$ cat src/rtl/glb_core_strm_rd_responder.sv
// ---------------------------------------------------------------------------
// glb_core_strm_rd_responder
//
// Tile-side responder for streaming read-request (rdrq) packets arriving from
// the tile router. Requests addressed to this tile are queued, issued to the
// bank read port when it is free, and the read results are returned as rdrs
// packets in request order.
//
// Ports:
//   clk, reset           clock and synchronous active-high reset
//   clk_en               global clock enable, all state holds while low
//   glb_tile_id          id of this tile
//   rdrq_rd_en/addr      incoming read request packet
//   bank_rd_ready        bank read port can accept a read this cycle
//   bank_rd_en/addr      bank read issue (combinational) and in-tile address
//   bank_rd_data         bank read data, RD_LATENCY cycles after issue
//   rdrs_rd_data_valid   registered one-cycle response strobe
//   rdrs_rd_data         registered response data, held between responses
//   err_overflow         sticky flag: a claimed request was dropped
//   busy                 queue non-empty or a read still in flight
// ---------------------------------------------------------------------------
module glb_core_strm_rd_responder #(
    parameter int ADDR_WIDTH          = 22,
    parameter int DATA_WIDTH          = 64,
    parameter int TILE_SEL_ADDR_WIDTH = 5,
    parameter int TILE_SEL_LSB        = 17,
    parameter int RD_LATENCY          = 2,
    parameter int REQ_FIFO_DEPTH      = 4
) (
    input  logic                           clk,
    input  logic                           reset,
    input  logic                           clk_en,
    input  logic [TILE_SEL_ADDR_WIDTH-1:0] glb_tile_id,
    input  logic                           rdrq_rd_en,
    input  logic [ADDR_WIDTH-1:0]          rdrq_rd_addr,
    input  logic                           bank_rd_ready,
    output logic                           bank_rd_en,
    output logic [TILE_SEL_LSB-1:0]        bank_rd_addr,
    input  logic [DATA_WIDTH-1:0]          bank_rd_data,
    output logic                           rdrs_rd_data_valid,
    output logic [DATA_WIDTH-1:0]          rdrs_rd_data,
    output logic                           err_overflow,
    output logic                           busy
);

    localparam int PTR_W = $clog2(REQ_FIFO_DEPTH);
    localparam logic [PTR_W:0] PTR_ONE = {{PTR_W{1'b0}}, 1'b1};

    // Pointers carry one extra wrap bit so full and empty can be told apart.
    logic [PTR_W:0]            wr_ptr_q, wr_ptr_d;
    logic [PTR_W:0]            rd_ptr_q, rd_ptr_d;
    logic [TILE_SEL_LSB-1:0]   mem_q [REQ_FIFO_DEPTH];
    logic [TILE_SEL_LSB-1:0]   mem_d [REQ_FIFO_DEPTH];
    logic [RD_LATENCY-1:0]     pipe_q, pipe_d;
    logic                      rdrs_valid_q, rdrs_valid_d;
    logic [DATA_WIDTH-1:0]     rdrs_data_q, rdrs_data_d;
    logic                      err_q, err_d;

    logic claim_s;
    logic empty_s;
    logic full_s;
    logic issue_s;
    logic push_s;
    logic drop_s;

    // Request decode, queue status and issue/push/drop decisions.
    always_comb begin
        claim_s = rdrq_rd_en &
                  (rdrq_rd_addr[TILE_SEL_LSB +: TILE_SEL_ADDR_WIDTH] == glb_tile_id);
        empty_s = (wr_ptr_q == rd_ptr_q);
        full_s  = (wr_ptr_q[PTR_W] != rd_ptr_q[PTR_W]) &&
                  (wr_ptr_q[PTR_W-1:0] == rd_ptr_q[PTR_W-1:0]);
        issue_s = clk_en & ~empty_s & bank_rd_ready;
        // A full queue still accepts a claim when the head pops on the same edge.
        push_s  = clk_en & claim_s & (~full_s | issue_s);
        drop_s  = clk_en & claim_s & full_s & ~issue_s;
    end

    // Bank port and status outputs.
    always_comb begin
        bank_rd_en = issue_s;
        if (empty_s) begin
            bank_rd_addr = '0;
        end else begin
            bank_rd_addr = mem_q[rd_ptr_q[PTR_W-1:0]];
        end
        busy               = ~empty_s | (|pipe_q);
        rdrs_rd_data_valid = rdrs_valid_q;
        rdrs_rd_data       = rdrs_data_q;
        err_overflow       = err_q;
    end

    // Next-state computation for queue, latency pipe and response registers.
    always_comb begin
        wr_ptr_d     = wr_ptr_q;
        rd_ptr_d     = rd_ptr_q;
        mem_d        = mem_q;
        pipe_d       = pipe_q;
        rdrs_valid_d = rdrs_valid_q;
        rdrs_data_d  = rdrs_data_q;
        err_d        = err_q;
        if (clk_en) begin
            if (push_s) begin
                mem_d[wr_ptr_q[PTR_W-1:0]] = rdrq_rd_addr[TILE_SEL_LSB-1:0];
                wr_ptr_d                   = wr_ptr_q + PTR_ONE;
            end else begin
                wr_ptr_d = wr_ptr_q;
            end
            if (issue_s) begin
                rd_ptr_d = rd_ptr_q + PTR_ONE;
            end else begin
                rd_ptr_d = rd_ptr_q;
            end
            // Bit k set means a read was issued k+1 enabled cycles ago; the top
            // bit marks the cycle in which bank_rd_data carries that result.
            pipe_d[0] = issue_s;
            for (int i = 1; i < RD_LATENCY; i++) begin
                pipe_d[i] = pipe_q[i-1];
            end
            if (pipe_q[RD_LATENCY-1]) begin
                rdrs_valid_d = 1'b1;
                rdrs_data_d  = bank_rd_data;
            end else begin
                rdrs_valid_d = 1'b0;
                rdrs_data_d  = rdrs_data_q;
            end
            err_d = err_q | drop_s;
        end else begin
            err_d = err_q;
        end
    end

    // State registers with synchronous reset; reset flushes queue and pipe.
    always_ff @(posedge clk) begin
        if (reset) begin
            wr_ptr_q     <= '0;
            rd_ptr_q     <= '0;
            for (int i = 0; i < REQ_FIFO_DEPTH; i++) begin
                mem_q[i] <= '0;
            end
            pipe_q       <= '0;
            rdrs_valid_q <= 1'b0;
            rdrs_data_q  <= '0;
            err_q        <= 1'b0;
        end else begin
            wr_ptr_q     <= wr_ptr_d;
            rd_ptr_q     <= rd_ptr_d;
            mem_q        <= mem_d;
            pipe_q       <= pipe_d;
            rdrs_valid_q <= rdrs_valid_d;
            rdrs_data_q  <= rdrs_data_d;
            err_q        <= err_d;
        end
    end

endmodule

$ cat config.mk
export PLATFORM = sky130hd
export DESIGN_NAME = glb_core_strm_rd_responder
export DESIGN_NICKNAME = d
export VERILOG_FILES = /design/src/rtl/glb_core_strm_rd_responder.sv
export SDC_FILE = /design/constraint.sdc
export NUM_CORES = 1
export LEC_CHECK = 0
export ABC_AREA = 0
export CAP_MARGIN = 20
export CORE_MARGIN = 2
export CORE_UTILIZATION = 47
export DETAILED_ROUTE_END_ITERATION = 8
export GPL_TIMING_DRIVEN = 0
export PLACE_DENSITY = 0.87
export SLEW_MARGIN = 20
export SYNTH_ARGS = -nofsm -noshare
export SYNTH_HDL_FRONTEND = slang
export SYNTH_SLANG_ARGS = --single-unit
export TNS_END_PERCENT = 50
$ cat constraint.sdc
create_clock -name clk -period 2.1 [get_ports clk]
set_input_delay 0.315 -clock clk [delete_from_list [all_inputs] [get_ports clk]]
set_output_delay 0.315 -clock clk [all_outputs]
set_load 0.02 [all_outputs]
-- Yosys cells after proc, flatten, opt, wreduce, memory -nomap -nowiden
Cells that the tools add are included.
W data, S select, Z words.
- bits in registers: 142
- memories kept: 0
- bits in writable memories: 0
- output and inout port bits: 85
- latch bits: 0
- ROM bits: 0
- muxes and demuxes: 8
- bitwise gates (word level): 15
- add/subtract/negate cells: 2
- reductions and logical operators: 6
- div/mod/pow operators: 0
- magnitude comparators: 3
- equality and inequality tests: 4
- shifts and indexed selects: 0
- multiply operators: 0
- operator list (operator ; count):
    $bwmux W68 ; 1
    $mux W17 ; 4
    $bmux W17 S2 ; 1
    $demux W17 S2 ; 1
    $and A1 B1 Y1 ; 7
    $add A3 B1 Y3 const B ; 2
    $ge A3 B3 Y1 const B ; 2
    $not A2 Y3 ; 2
    $reduce_and A2 Y1 ; 3
    $eq A5 B5 Y1 ; 1
    $eq A3 B3 Y1 ; 1
    $lt A3 B1 Y1 const B ; 1
    $not A1 Y1 ; 3
    $or A1 B1 Y1 ; 3
    $eq A2 B2 Y1 ; 1
    $logic_and A1 B1 Y1 ; 2
    $reduce_or A2 Y1 ; 1
    $mux W1 ; 1
    $ne A1 B1 Y1 ; 1

-- Depth between registers and ports, before layout
- depth in word-level cells: 7
- mapped depth: 7
- mapped depth without buffers: 5

-- Least setup slack after synthesis
No wires, ideal clock.
- kind: register -> output
- from: register rd_ptr_q[1]
- to: output bank_rd_addr[10]
- arrival time: 1.612 ns
- stages on the path, launching flop included: 7
- data required time: 1.785 ns
- path slack: 0.173 ns
- cells stage by stage: dfxtp_1 buf_6 xnor2_1 and3_2 clkbuf_1 clkbuf_1 and2b_2
- cells in the longest elaborated chain, start to end: 5
- elaborated cells on any way between the ends: 6
- ends and longest elaborated chain (element ; RTL line ; source):
    from (decl) ; 51 ; logic [PTR_W:0] rd_ptr_q, rd_ptr_d;
    from (signal assigned) ; 147 ; rd_ptr_q <= rd_ptr_d;
    $not A2 Y3 (not written as such) ; 85 ; bank_rd_addr = mem_q[rd_ptr_q[PTR_W-1:0]];
    $bmux W17 S2 ; 85 ;
    $mux W17 (not written as such) (2 in series) ; 85 ;
    $mux W17 (*) ; 82 ; if (empty_s) begin
    to (decl) ; 38 ; output logic [TILE_SEL_LSB-1:0] bank_rd_addr,
Every way passes the cells marked *; elsewhere a longest branch is shown, timed or not. The select of a mux whose other input is x is not followed.

-- Worst setup path after layout
- from: register rd_ptr_q[0]
- to: output bank_rd_addr[9]
The elaborated chain is that of the path after synthesis.

==> impl_metrics.json <==
{
  "status": "complete, but fails checks",
  "violations": "setup timing",
  "setup_viol": 16,
  "wl_met1_um": 7070,
  "arrival_ns": 1.98,
  "numCtsBuffers": 17,
  "irDropWorstVdd_v": 0.000562,
  "wl_met3_um": 1180,
  "root_buffer": "clkbuf_16",
  "clk_pin_slew_worst_paths_ns": 0.06,
  "whs_ns": 0.440,
  "netlist_area_mm2": 0.00612,
  "synth_top_area_share_pct": 46.5,
  "rsz0062_at_grt": "true",
  "core_area_mm2": 0.0127,
  "post-route-period-util_pct": 109,
  "die_h_um": 118,
  "drive_gt1_share_pct": 13.7,
  "grt-ovfl-total": 0,
  "avgSynthCellArea_um2": 9.79,
  "initial_core_util_pct": 48.3,
  "track_usage_pct": 25.8,
  "hold_path.class": "in -> reg",
  "die_area_mm2": 0.0139,
  "core.rowCount": 41,
  "synth_nets": 726,
  "antenna_cells": 0,
  "top_layer_used": "met4",
  "wl_met2_um": 8810,
  "cts_tree": "built",
  "dpl.hpwl_um": 12100,
  "crit_chain": "buf_8 > buf_6 > mux4_4 > and2b_2 > buf_6",
  "syn_inst": 625,
  "r2r_cells": 6,
  "synth_area_leader_cell": "dfxtp_1",
  "fmax_mhz": 436,
  "ys_top_cells_by_count": "dfxtp_1, nand2_1, nand2b_1",
  "cpMaxStageDelayCell": "mux4_4",
  "setup_slack_ns": -0.195,
  "synth_ff_type": "dfxtp_1",
  "routed-via-count": 5162,
  "cts_max_level": 4,
  "antenna_found_initial": 0,
  "wl_per_cell_um": 17.3,
  "first_global_vias": 5525,
  "drcViolationCount": 0,
  "die_x_um": 118,
  "leakage_nw": 3.58,
  "max-slew-margin-rel_pct": 61.4,
  "tightestPinTransition_ns": 0.579,
  "via_per_inst": 5.06,
  "gp_congestion": 0.819,
  "synth_edf_count": 0,
  "yosysWarningCount": 0,
  "fin_skew_ns": 0.00513,
  "io_pins": 181,
  "crit_fanout": 7,
  "synth_async_sr_flop_share_pct": 0,
  "crit_path_max_incr_delay_ns": 0.60,
  "synth_area_leaders": "dfxtp_1, mux2i_1, nand2b_1",
  "clock_path_buffers": 2,
  "slew_viol_final": 0,
  "io_buffer_count": 179,
  "cts_sinks": 142,
  "period_minus_slack_ns": 2.30,
  "grt_max_degree": 17,
  "yosysUniqueCellTypes": 35,
  "clk_latency_ns": 0.42,
  "grt_pass1_wl_um": 28200,
  "fillers": 927,
  "worst_setup_path_start_kind": "register",
  "nets": 938,
  "ys_seq_area_share_pct": 46.5,
  "ant_nets": 0,
  "worstSetupEndpointType": "primary output",
  "maxCapViolCount": 0,
  "ys_seq_elements": 142,
  "p_per_area_mw_per_mm2": 685,
  "crit_top_cell": "buf_6",
  "worstSetupPathType": "reg -> out",
  "drt_wl_total_um": 17600,
  "tns_ns": -1.63,
  "syn_to_final_growth_pct": 46.7,
  "first_pass_iters": 5,
  "drtIter0Drc": 266,
  "post-synth-top-count-cell": "dfxtp_1",
  "hold_violations": 0,
  "holdPathStages": 3,
  "required_ns": 1.78
}
==> metrics by stage <==
stage               instances  cell area [um2]  total power, mW  util [%]  worst slack (ns)
floorplan                 625             6120             2.87         -             0.173
detailed placement        976             8130             3.10      64.1            -0.951
global placement          976             8130             3.09      64.1            -0.910
global route             1021             8980             6.31      70.9            -0.251
finish                   1021             8980             6.15      70.9            -0.195
CTS                      1019             8910             6.15      70.3            -0.205
==> worst max-delay path, delay by kind of cell (launching register included) <==
kind | cells | cell delay [ns]
multiplexers | 1 | 0.60
buffers and inverters | 3 | 0.38
flip-flops | 1 | 0.34
AND/OR/NAND/NOR | 1 | 0.23
==> state kept, by name, indices dropped and copies added (netlist names) <==
| name | flops |
|---|---|
| err_overflow | 1 |
| mem_q | 68 |
| pipe_q | 2 |
| rd_ptr_q | 3 |
| rdrs_rd_data | 64 |
| rdrs_rd_data_valid | 1 |
| wr_ptr_q | 3 |
==> layout by cell type, fill, tap and decap left out, types with 4 or more instances in the layout <==
master / count
clkbuf_16: 20
nand4_1: 5
dfxtp_1: 140
clkdlybuf4s50_1: 160
buf_6: 15
buf_12: 6
mux4_4: 6
ha_1: 5
nand2b_1: 86
clkbuf_1: 26
clkinv_2: 5
buf_2: 6
mux2i_1: 69
clkbuf_8: 4
buf_1: 6
nand2_1: 132
and2b_2: 9
inv_1: 5
nor2b_1: 7
mux4_2: 8
a21oi_1: 69
buf_4: 13
nor2_1: 7
==> worst paths after layout <==
path                         start                to  slack (ns)
setup reg to reg       rd_ptr_q[1]       wr_ptr_q[2]        0.17
setup / recovery       rd_ptr_q[0]   bank_rd_addr[9]       -0.20
hold / removal     bank_rd_data[8]   rdrs_rd_data[8]        0.44
hold reg to reg   rdrs_rd_data[23]  rdrs_rd_data[23]        0.45
==> routing by layer <==
layer	track usage (%)	up-vias
met4	12.3	0
li1	-	2503
met5	0	-
met1	29.3	2456
met3	8.53	42
met2	43.4	161
==> logic make-up after synthesis <==
logic type               count (synthesis)  synth area share (%)
adder cells (fa/ha/maj)                  5                  1.02
AND/OR/NAND/NOR                        256                  21.0
AO/OA/AOI/OAI                           75                  6.75
flip-flops                             142                  46.5
buffers and inverters                   51                  4.95
multiplexers                            88                  18.6
XOR/XNOR                                 8                  1.15
==> power breakdown <==
group / switching (mW) / total, mW / internal (mW)
Clock: 1.15 / 3.10 / 1.95
Sequential: 0.00209 / 2.70 / 2.70
Combinational: 0.133 / 0.348 / 0.214
Total: 1.29 / 6.15 / 4.86
==> cell type report <==
class	instances	area [um2]	share of cell area, %
Clock buffer	20	467	5.20
Inverter	5	18.8	0.209
Sequential cell	142	2850	31.7
Buffer	45	337	3.75
Timing Repair Buffer	194	1940	21.7
Clock inverter	11	140	1.56
Tap cell	172	215	2.40
Multi-Input combinational cell	432	3010	33.5
==> what timing repair did <==
action / CTS / global route
hold buffers: 0 / 0
resized for setup: 107 / 19
hold endpoints to repair: 0 / 0
endpoints found under the setup margin: 19 / 18
buffers inserted: 11 / 2
cloned: 2 / 0
pin swaps: 1 / 0
Note: power is estimated with default switching activity, not from simulation.
